File: config.mk
export PLATFORM = sky130hd
export DESIGN_NAME = reg_file_16b8
export DESIGN_NICKNAME = d
export VERILOG_FILES = /design/src/rtl/reg_file_16b8.sv
export SDC_FILE = /design/constraint.sdc
export NUM_CORES = 1
export LEC_CHECK = 0
export BUFFER_PORTS_ARGS = -buffer_cell sky130_fd_sc_hd__buf_2
export CAP_MARGIN = 20
export CORE_MARGIN = 1.5
export CORE_UTILIZATION = 30
export CTS_BUF_LIST = sky130_fd_sc_hd__clkbuf_16
export DETAILED_ROUTE_END_ITERATION = 8
export GPL_ROUTABILITY_DRIVEN = 0
export PLACE_DENSITY = 0.42
export SLEW_MARGIN = 20
export SYNTH_ARGS = -nofsm -noshare
export SYNTH_HDL_FRONTEND = slang
export SYNTH_SLANG_ARGS = --single-unit
File: constraint.sdc
create_clock -name CLK -period 4.8 [get_ports CLK]
set_input_delay 0.96 -clock CLK [delete_from_list [all_inputs] [get_ports CLK]]
set_output_delay 0.96 -clock CLK [all_outputs]
set_load 0.1 [all_outputs]
File: src/rtl/reg_file_16b8.sv
`default_nettype none
// +--------------------------------------------------------------------------+
// | reg_file_16b8: 16x16 register file, one synchronous write port and two   |
// | asynchronous read ports (A, B) with no write-to-read bypass.             |
// | Revision: 1.0                                                            |
// +--------------------------------------------------------------------------+
module reg_file_16b8 #(
  parameter int DATA_WIDTH = 16,
  parameter int ADDR_WIDTH = 4,
  parameter int DEPTH      = 16
) (
  input  logic                  CLK,
  input  logic                  RST_N,
  input  logic                  Write,
  input  logic [ADDR_WIDTH-1:0] WriteAddr,
  input  logic [DATA_WIDTH-1:0] DataIn,
  input  logic [ADDR_WIDTH-1:0] ReadAddrA,
  output logic [DATA_WIDTH-1:0] ReadDataA,
  input  logic [ADDR_WIDTH-1:0] ReadAddrB,
  output logic [DATA_WIDTH-1:0] ReadDataB
);

  logic [DATA_WIDTH-1:0] regs_q [DEPTH];
  logic [DATA_WIDTH-1:0] regs_d [DEPTH];

  always_comb begin
    regs_d = regs_q;
    if (Write) begin
      regs_d[WriteAddr] = DataIn;
    end
  end

  always_ff @(posedge CLK or negedge RST_N) begin
    if (!RST_N) begin
      for (int i = 0; i < DEPTH; i++) begin
        regs_q[i] <= '0;
      end
    end else begin
      regs_q <= regs_d;
    end
  end

  // Reads come straight from the flops, so a same-address write is seen only after the edge.
  assign ReadDataA = regs_q[ReadAddrA];
  assign ReadDataB = regs_q[ReadAddrB];

endmodule
`default_nettype wire

After elaboration in Yosys (flattened, before gate mapping):

Index checks and enable logic that the tools add are counted.

* magnitude comparators: 4
* muxes and demuxes: 9
* bitwise gates (word level): 3
* reductions and logical operators: 1

Operators with widths (number)
* bitwise mux 256 bit: 1
* binary-select mux 16 bit (select 4 bit): 2
* 2-to-1 mux 16 bit: 5
* demux 16 bit (select 4 bit): 1
* >= comparator 5 bit (second input constant): 3
* NOT 4 -> 5 bit: 3
* < comparator 5 x 1 -> 1 bit (second input constant): 1
* logical AND 1 bit: 1

* flip-flop bits (word level): 256
* output and inout port bits: 32
* word-level logic and storage cells: 33

Depth between registers and ports, before layout:

Gate-level depths: netlist of the first run.

* word-level depth: 6
* mapped depth: 6

Least setup slack after synthesis of the first run:

No wires, ideal clock.

* path kind: in2out
* start: input ReadAddrA[0]
* end: output ReadDataA[10]
* arrival time: 2.740 ns
* setup slack: 1.100 ns
* stages: 5
* path through: buf_2 buf_2 mux4_2 a22oi_1 nand2_1

* cells in the longest elaborated chain, start to end: 4

Ends and longest elaborated chain
* start: declaration: line 17 `input logic [ADDR_WIDTH-1:0] ReadAddrA,`
* NOT 4 -> 5 bit (not written as such): line 44 `assign ReadDataA = regs_q[ReadAddrA];`
* binary-select mux 16 bit (select 4 bit): line 44
* 2-to-1 mux 16 bit (not written as such) (2 in series): line 44
* end: declaration: line 18 `output logic [DATA_WIDTH-1:0] ReadDataA,`

No other way between the ends. The select of a mux whose other input is x is not followed.

Final worst setup path of the first run:

* start: input ReadAddrA[0]
* end: output ReadDataA[8]

The elaborated chain is that of the path after synthesis.

==> metrics list, run 1 <==
- In this run the static leakage power is ~6.5 nW.
- In this run, the number of DRC markers left after iteration 0 of detailed routing was around 410.
- In this run, post-CTS repair resized a total of 0 instances.
- Number of endpoints failing setup at the final stage: 0
* Period utilisation layout: 0.801
- In this run the power density over the cells is 472 nW/um^2.
- Worst r2r dst: regs_q[247]
- Maximum number of pins on one net before global-route repair: 113
- Die footprint: 46200 um^2
* Classification of the worst-slack hold path: primary input to async pin
- The initialized floorplan defines 77 standard-cell rows.
- Before antenna repair, the detailed router went through 5 iterations.
* Remaining routing DRC violations: 0
- Leaving out fill and tap cells, the most frequent cells in the layout are 256 x sky130_fd_sc_hd__dfrtp_1, 245 x sky130_fd_sc_hd__mux2_2, 128 x sky130_fd_sc_hd__mux4_2.
- Clock-pin slew of the registers on the worst-case setup and hold paths: 0.06 ns
* Core Area: about 44000 um^2
- Most common cell after layout, fill and taps aside: sky130_fd_sc_hd__dfrtp_1
- Once placement finished, the instance area stood at 14600 um^2.
- Signed area change from the synthesized netlist to the final layout: 15.6%
- In the global route stage, met2 resource usage came out at 0.317.
- After synthesis the netlist holds a flip-flop and latch count of about 260.
- Final critical path time including I/O delays and setup: 3.85 ns
- Signal arrival time at the worst endpoint: ~2.9 ns
- Post-CTS setup buffer count: 0
- Maximum vdd drop: 0.260 mV
* Vertical die dimension: between 200 and 250 um
* CP endpoint: ReadDataA[8]
- Detail-routed via count per cell: 5.37
- In this run the tool buffered the top-level ports with 62 buffer cells.
- At the end of the flow, the number of nets in the layout was 937.
- The worst setup path is launched from a primary input.
- For this run, the register share of the synthesized area comes to 0.476.
- Global-route wire length before repair: between 60000 and 70000 um
- Across every metal layer, demand over resource in global routing totals 0.190.
- The design draws about 0.0073 W.
- Setup repair after global routing left no endpoint under its margin.
- Met3 routing resource usage after global routing: 0.0341
- Number of hold-repair buffers added at the cts stage: 0
* Finished layout cell area: roughly 16000 um^2
* GR Layer Usage met1: 0.256
- The critical path starts at ReadAddrA[0].
* Filler Cells Inserted: 4263
* Antenna-violating nets left: 0
- Vias after detailed routing: 8184
- The worst register-to-register path has a setup slack of 4.02 ns.
- Number of top-level design ports: 63
* Antenna violations before repair: 5
- Clock net sink count: 256
- The tree is rooted in a sky130_fd_sc_hd__clkbuf_16.
- The number of nets in the synthesized netlist is 880.
- The Yosys step of the flow raised 0 warnings.
- Setup TNS: 0 ns
- The worst pin sits at a relative slew slack of 0.372.
- Based on the critical path, the design can be clocked at up to around 260 MHz.
* Crit Path Max Fanout: 15
- CTS buffer count: 31
- For the worst flop-to-flop path, the logic depth is 1.
* Total number of H-tree levels: 1
* Initial core utilization: 0.305
- Status: completed
* Total grt overflow: 0
- CP Capture Type: primary output
- Count of cell types in the netlist: 24
- Worst endpoint required time: 3.84 ns
- The startpoint identified for the worst register-to-register timing path is regs_q[247].
- Skew final: 0 ns
- By startpoint and endpoint, the worst setup path is classified as primary input to primary output.
- In the final routed layout, each cell accounts on average for 28.5 um.
* Max Slew Vio Count: 0
- In the final layout, the share of cells above drive strength 1 is 0.596.
* Horizontal die dimension: 215 um
- Count of mapped cells out of synthesis: 849
- Final wirelength: 43300 um
- The global routing stage identified its most utilized layer as met2.
- Maximum count of clock buffers along a single path: 3
- Via count of the first global-routing pass: 8798
- Ranked by flip-flop count, first place goes to regs_q.
- DP Wirelength: 25500 um
* Syn avg cell area: roughly 16 um^2
* Flip-flop count of the largest register after layout: 256
* Worst-Margin Slew: 0.942 ns
- The later pin in the worst-skew pair is clocked with a latency of 0.57 ns.
- Syn Std Cell Area: 13500 um^2
- In the final layout, the registers with the most flip-flops are regs_q (256).
- Maximum Capacitance Violations: 0
- Final hold vios: 0
- Clock tree from TritonCTS: yes
## power breakdown
part	total (W)	switching (W)	internal [W]
clock network	0.00228	0.000958	0.00132
registers	0.00302	0.000359	0.00267
logic	0.00203	0.00108	0.000958
## area by class of cell
type                       instances  area [um^2]  share of cell area
multi-input combinational        513         6710               0.431
sequential                       256         6410               0.412
clock buffer                      31          776              0.0498
tap                              592          741              0.0476
timing repair buffer             104          733              0.0471
clock inverter                    26          195              0.0125
antenna                            1         2.50            0.000161
## worst max-delay path, stage by stage
cell	delay (ns)
sky130_fd_sc_hd__buf_4	0.29
sky130_fd_sc_hd__buf_4	0.40
sky130_fd_sc_hd__mux4_2	0.54
sky130_fd_sc_hd__a22oi_1	0.21
sky130_fd_sc_hd__nand2_1	0.14
sky130_fd_sc_hd__buf_2	0.32
## worst min-delay path by stage
stage                     cells past startpoint  slack (ns)        start           to
after floorplan                               1        0.49  regs_q[229]  regs_q[229]
after detailed placement                      1        0.51  regs_q[144]  regs_q[144]
after global routing                          1        0.50        RST_N  regs_q[100]
after CTS                                     1        0.48        RST_N  regs_q[100]
after global placement                        1        0.50   regs_q[29]   regs_q[29]
final                                         1        0.44        RST_N   regs_q[68]
## synth_stat cells, drive strengths merged
library cell,instances,area share
nand2b,3,0.0025
and2,2,0.00093
nor4,1,0.0016
nand2,34,0.0095
nor3,6,0.0045
nand3b,2,0.0011
or3,2,0.00093
nor2b,4,0.0019
nor2,8,0.0030
a22oi,64,0.036
nand3,2,0.00074
clkbuf,38,0.011
mux4,128,0.21
dfrtp,256,0.48
buf,42,0.020
or4,1,0.00084
mux2,256,0.22
## cell families after synthesis
family / count (synthesis) / synth area share
multiplexers: 384 / 0.431
flip-flops: 256 / 0.476
buffers and inverters: 80 / 0.0303
AND/OR/NAND/NOR: 65 / 0.0274
AO/OA/AOI/OAI: 64 / 0.0357
## stage by stage
step	utilization	worst slack [ns]	std cells	hold slack [ns]
4_1_cts	0.352	0.901	1522	0.483
5_1_grt	0.352	0.838	1522	0.497
2_1_floorplan	-	1.10	849	0.492
6_report	0.352	0.953	1523	0.440
3_5_place_dp	0.330	0.902	1465	0.511
3_3_place_gp	0.330	0.864	1465	0.503
## routing by layer
metal | routed length, um | vias to the layer above
met2 | 21200 | 167
met5 | 28 | -
met4 | 931 | 6
li1 | - | 3441
met3 | 2060 | 63
met1 | 19100 | 4507
Power figures use the tool's default switching activity.
==> inputs of run 2 (changes only) <==
ABC_AREA = 1   (was default)
PLACE_DENSITY = 0.43   (was 0.42)
clock period = 3.44 ns   (was 4.8 ns; I/O delays follow)
==> run 2 against run 1 <==
Effect of this change:
- first-iteration DRC count rose to 3.5 times the previous value
- hold slack worse by 0.29 ns
- synthesized cell count rose to 2.6 times the previous value
- non-clock buffer count up 13
- sequential power up 30%
- clock-buffer cell count up 3
- clock skew unchanged
- via count up 77%
- register-to-register slack worse by 1.3 ns
- critical path type unchanged
- critical endpoint is now ReadDataB[14]
- largest cell class unchanged
==> metrics list, run 2 <==
- Async S/R FF share, synth: 1.00 (unchanged)
* Syn avg cell area: 6.66 um^2 (-58%)
- The cts-stage hold buffer count is 0 (unchanged).
- Delay of the slowest critical-path stage: 0.48 ns (-0.06 ns)
* Met3 routing resource usage after global routing: 0.0249 (-0.00926)
- Count of cell instances traversed by the critical path: 9 (+3)
* Seq/Total Area, Yosys: 0.430 (-0.0455)
- Antenna-violating nets left: 0 (unchanged)
- Setup repair after global routing left no endpoint under its margin.
- Vertical die dimension: 226 um (+5.1%)
* Classification of the worst-slack hold path: primary input to async pin
* Most common cell in the netlist: sky130_fd_sc_hd__nand2_1
* Critical path cell sequence: buf_4, inv_4, buf_12, nand2_1, nand3_1, nand3_1, nand3_1, nand2_1, buf_2
- The proportion of layout cells with a drive suffix above 1 is 0.0775 (-0.518).
- Ranked by flip-flop count, first place goes to regs_q.
- The buffer levels on the longest clock path came to 3 (unchanged).
- The largest net degree at the start of global routing is 97 (-14%).
- Areal power density over the cells: 593 nW/um^2 (+26%)
- Count of cell types in the netlist: 17 (-29%)
- The number of rows in the core area came to 81 (+5.2%).
- Number of iterations in the first detailed-routing pass: 6 (+1)
* Number of endpoints failing setup at the final stage: 0 (unchanged)
- The portion of total power attributed to combinational logic came to 0.268 (-0.009).
- Max Slew Vio Count: 0 (unchanged)
- The internal cell power came to 0.00644 W (+30%).
* Slowest library cell on the worst path: sky130_fd_sc_hd__buf_2
- The clock network fraction of design power is 0.340 (+0.029).
- The static power due to leakage is 8.74 nW (+35%).
* Finished layout cell area: 17000 um^2 (+9.0%)
- The total clock sinks was 256 (unchanged).
- CP top delay family: buffers and inverters
- Most numerous cell on the critical path: sky130_fd_sc_hd__nand3_1
- Of the available clock period, the critical path in the final layout requires 0.914.
* EDFF count, synth: 0 (unchanged)
- Worst Reg-to-Reg Cells: 2 (+1)
* Worst-Margin Slew: 0.868 ns (-0.0747 ns)
- Dominant synthesized flop cell: sky130_fd_sc_hd__dfrtp_1
- Signed area change from the synthesized netlist to the final layout: 13.9%
* Worst skew pair latency: 0.55 ns (-0.02 ns)
* Cell accounting for the most synthesized area: sky130_fd_sc_hd__dfrtp_1
- The number of flip-flops and latches in the synthesized netlist was 256 (unchanged).
* Horizontal die dimension: 226 um (+5.1%)
* Signal arrival time at the worst endpoint: 2.46 ns (-0.43 ns)
- Die footprint: 51000 um^2 (+10%)
- Core Area: 49000 um^2 (+11%)
- Filler Cells Inserted: 5329 (+25%)
- Root Buffer: sky130_fd_sc_hd__clkbuf_16
* Number of antenna cells inserted: 0 (-1)
- Final Hold Slack: 0.154 ns (-0.286 ns)
* Final wirelength: 58400 um (+35%)
- Final non-filler cell total: 2910 (+91%)
- Count of input and output buffers: 62 (unchanged)
- In the layout the commonest cells are 812 x sky130_fd_sc_hd__nand2_1, 448 x sky130_fd_sc_hd__nand3_1, 290 x sky130_fd_sc_hd__inv_1.
- Crit Path Max Fanout: 31 (+16)
- Synthesis Warnings: 0 (unchanged)
- Switching share of power: 0.361 (+0.0346)
- The flow ran to the end, and the final reports show no timing, DRC or antenna violations.
* Cell Area, Placed: 15900 um^2 (+9.1%)
- Top-area cell type share of the netlist area: 0.430 (-0.0455)
- Skew final: 0 ns (unchanged)
* Post-CTS setup buffer count: 0 (unchanged)
- The total negative slack came to 0 ns (unchanged).
- The detail-routed via count per cell was 4.98 (-7.4%).
* Count of mapped cells out of synthesis: 2236 (+160%)
* Instance count after placement with tap cells included: 2851 (+95%)
- Worst-case setup margin in the final layout: 0.296 ns (-0.657 ns)
- Vias after detailed routing: 14487 (+77%)
- The net load switching power was 0.00363 W (+52%).
- The number of resized instances in the post-cts repair step was 0 (unchanged).
* Net count reported at finish: 2254 (+140%)
- The share of total power in sequential cells came to 0.391 (-0.021).
- TritonCTS built the clock tree.
* DRC marker count from the first detailed-route iteration: 1440 (+250%)
- Global-route layer with the greatest usage: met2
- The global router's overall resource usage was 0.234 (+0.0440).
- The number of nets produced by synthesis was 2267 (+160%).
- The number of remaining DRC errors is 0 (unchanged).
- Upper clock frequency limit: between 300 and 400 MHz
* Flip-flop count of the largest register after layout: 256 (unchanged)
- Syn Std Cell Area: 14900 um^2 (+11%)
- Number of top-level design ports: 63 (unchanged)
* Final critical path time including I/O delays and setup: about 3.1 ns
- The routed length per placed instance came to 20.1 um (-29%).
- Minimum setup slack after placement: 0.310 ns (-0.592 ns)
* CTS buffer count: 34 (+9.7%)
* Number of buffer and inverter stages on the critical path: 4 (+1)
* Global-route wire length before repair: 88800 um (+39%)
- The library cell used most frequently in the layout, excluding fill and tap cells, is sky130_fd_sc_hd__nand2_1.
- The number of hold violations in the final report is 0 (unchanged).
- Synth cell count leaders: 812 x sky130_fd_sc_hd__nand2_1, 450 x sky130_fd_sc_hd__nand3_1, 282 x sky130_fd_sc_hd__inv_1
- Maximum vdd drop: 0.279 mV (+7.4%)
- Met2 Use GR: 0.358 (+0.0406)
- The global-route track usage on met1 is 0.348 (+0.0926).
- Initial core utilization: 0.304 (-0.000344)
- Top flop regs: regs_q (256)
- After synthesis, the cell types taking the most area are sky130_fd_sc_hd__dfrtp_1 43%, sky130_fd_sc_hd__nand2_1 20%, sky130_fd_sc_hd__nand3_1 15%.
- The relative max-transition margin was 0.422 (+0.0498).
* Total grt overflow: 0 (unchanged)
* Worst endpoint required time: 2.75 ns (-1.09 ns)
- Launching element type of the critical path: primary input
- The number of global-route vias before repair is 13807 (+57%).
* DP Wirelength: 35800 um (+40%)
- The worst setup path is of the primary input to primary output kind.
- Maximum Capacitance Violations: 0 (unchanged)
- The worst setup path is captured at a primary output.
- The initial antenna violation count was 2 (-3).
- The count of H-tree levels built during CTS was 2 (+1).
- Clock-pin slew of the registers on the worst-case setup and hold paths: 0.05 ns (about the same)
-- run 2: cell count changes after synthesis, moves of 23 or more --
cell	previous run	this run
sky130_fd_sc_hd__mux2_2	245	0
sky130_fd_sc_hd__nand2_1	34	812
sky130_fd_sc_hd__inv_1	0	282
sky130_fd_sc_hd__mux4_2	128	0
sky130_fd_sc_hd__a22oi_1	64	0
sky130_fd_sc_hd__o21ai_0	0	245
sky130_fd_sc_hd__nand3_1	2	450
sky130_fd_sc_hd__buf_2	23	78
sky130_fd_sc_hd__buf_1	6	29
-- run 2: path summary, 6_finish.rpt --
path,slack (ns),end,startpoint
min in group CLK,0.42,regs_q[106],DataIn[10]
min reg2reg,0.48,regs_q[87],regs_q[87]
max in group asynchronous,2.27,regs_q[193],RST_N
max,0.30,ReadDataB[14],ReadAddrB[0]
min,0.15,regs_q[237],RST_N
max reg2reg,2.71,regs_q[172],regs_q[172]
-- run 2: power by group through the flow --
stage	registers, W	logic, W	clock network, W
finish	0.00394	0.00270	0.00343
global route	0.00402	0.00307	0.00364
CTS	0.00394	0.00272	0.00353
detailed placement	0.00398	0.00271	0
global placement	0.00398	0.00268	0
floorplan	0.00391	0.00200	0
-- run 2: layout make-up --
cell class | count | area (um^2) | area share
clock buffer | 34 | 851 | 0.0501
inverter | 284 | 1070 | 0.0631
sequential | 256 | 6410 | 0.378
tap | 664 | 831 | 0.0490
timing repair buffer | 117 | 913 | 0.0538
multi-input combinational | 1530 | 6700 | 0.395
clock inverter | 25 | 196 | 0.0116
-- run 2: kinds of logic (layout without fill, tap and decap cells) --
logic type      Yosys count  in the layout  synth area share
simple gates           1274           1274             0.363
buf+inv                 450            460             0.121
compound gates          256            256            0.0860
flops                   256            256             0.430
-- run 2: metrics by stage --
| stage | utilization | total power [W] |
|---|---|---|
| after floorplan | - | 0.00591 |
| after global placement | 0.325 | 0.00666 |
| after detailed placement | 0.325 | 0.00669 |
| after CTS | 0.347 | 0.0102 |
| after global routing | 0.347 | 0.0107 |
| final | 0.347 | 0.0101 |
-- run 2: worst register-to-register path: cells and delay by family (launching register included) --
| kind | cells | cell delay (ns) |
|---|---|---|
| DFF | 1 | 0.36 |
| buffers and inverters | 1 | 0.13 |
| AOI/OAI and AO/OA | 1 | 0.11 |
-- run 2: layer usage --
| metal | part of all wire | up-vias |
|---|---|---|
| met2 | 0.44 | 474 |
| met1 | 0.49 | 6945 |
| met4 | 0.020 | 0 |
| li1 | - | 6992 |
| met5 | 0 | - |
| met3 | 0.055 | 76 |
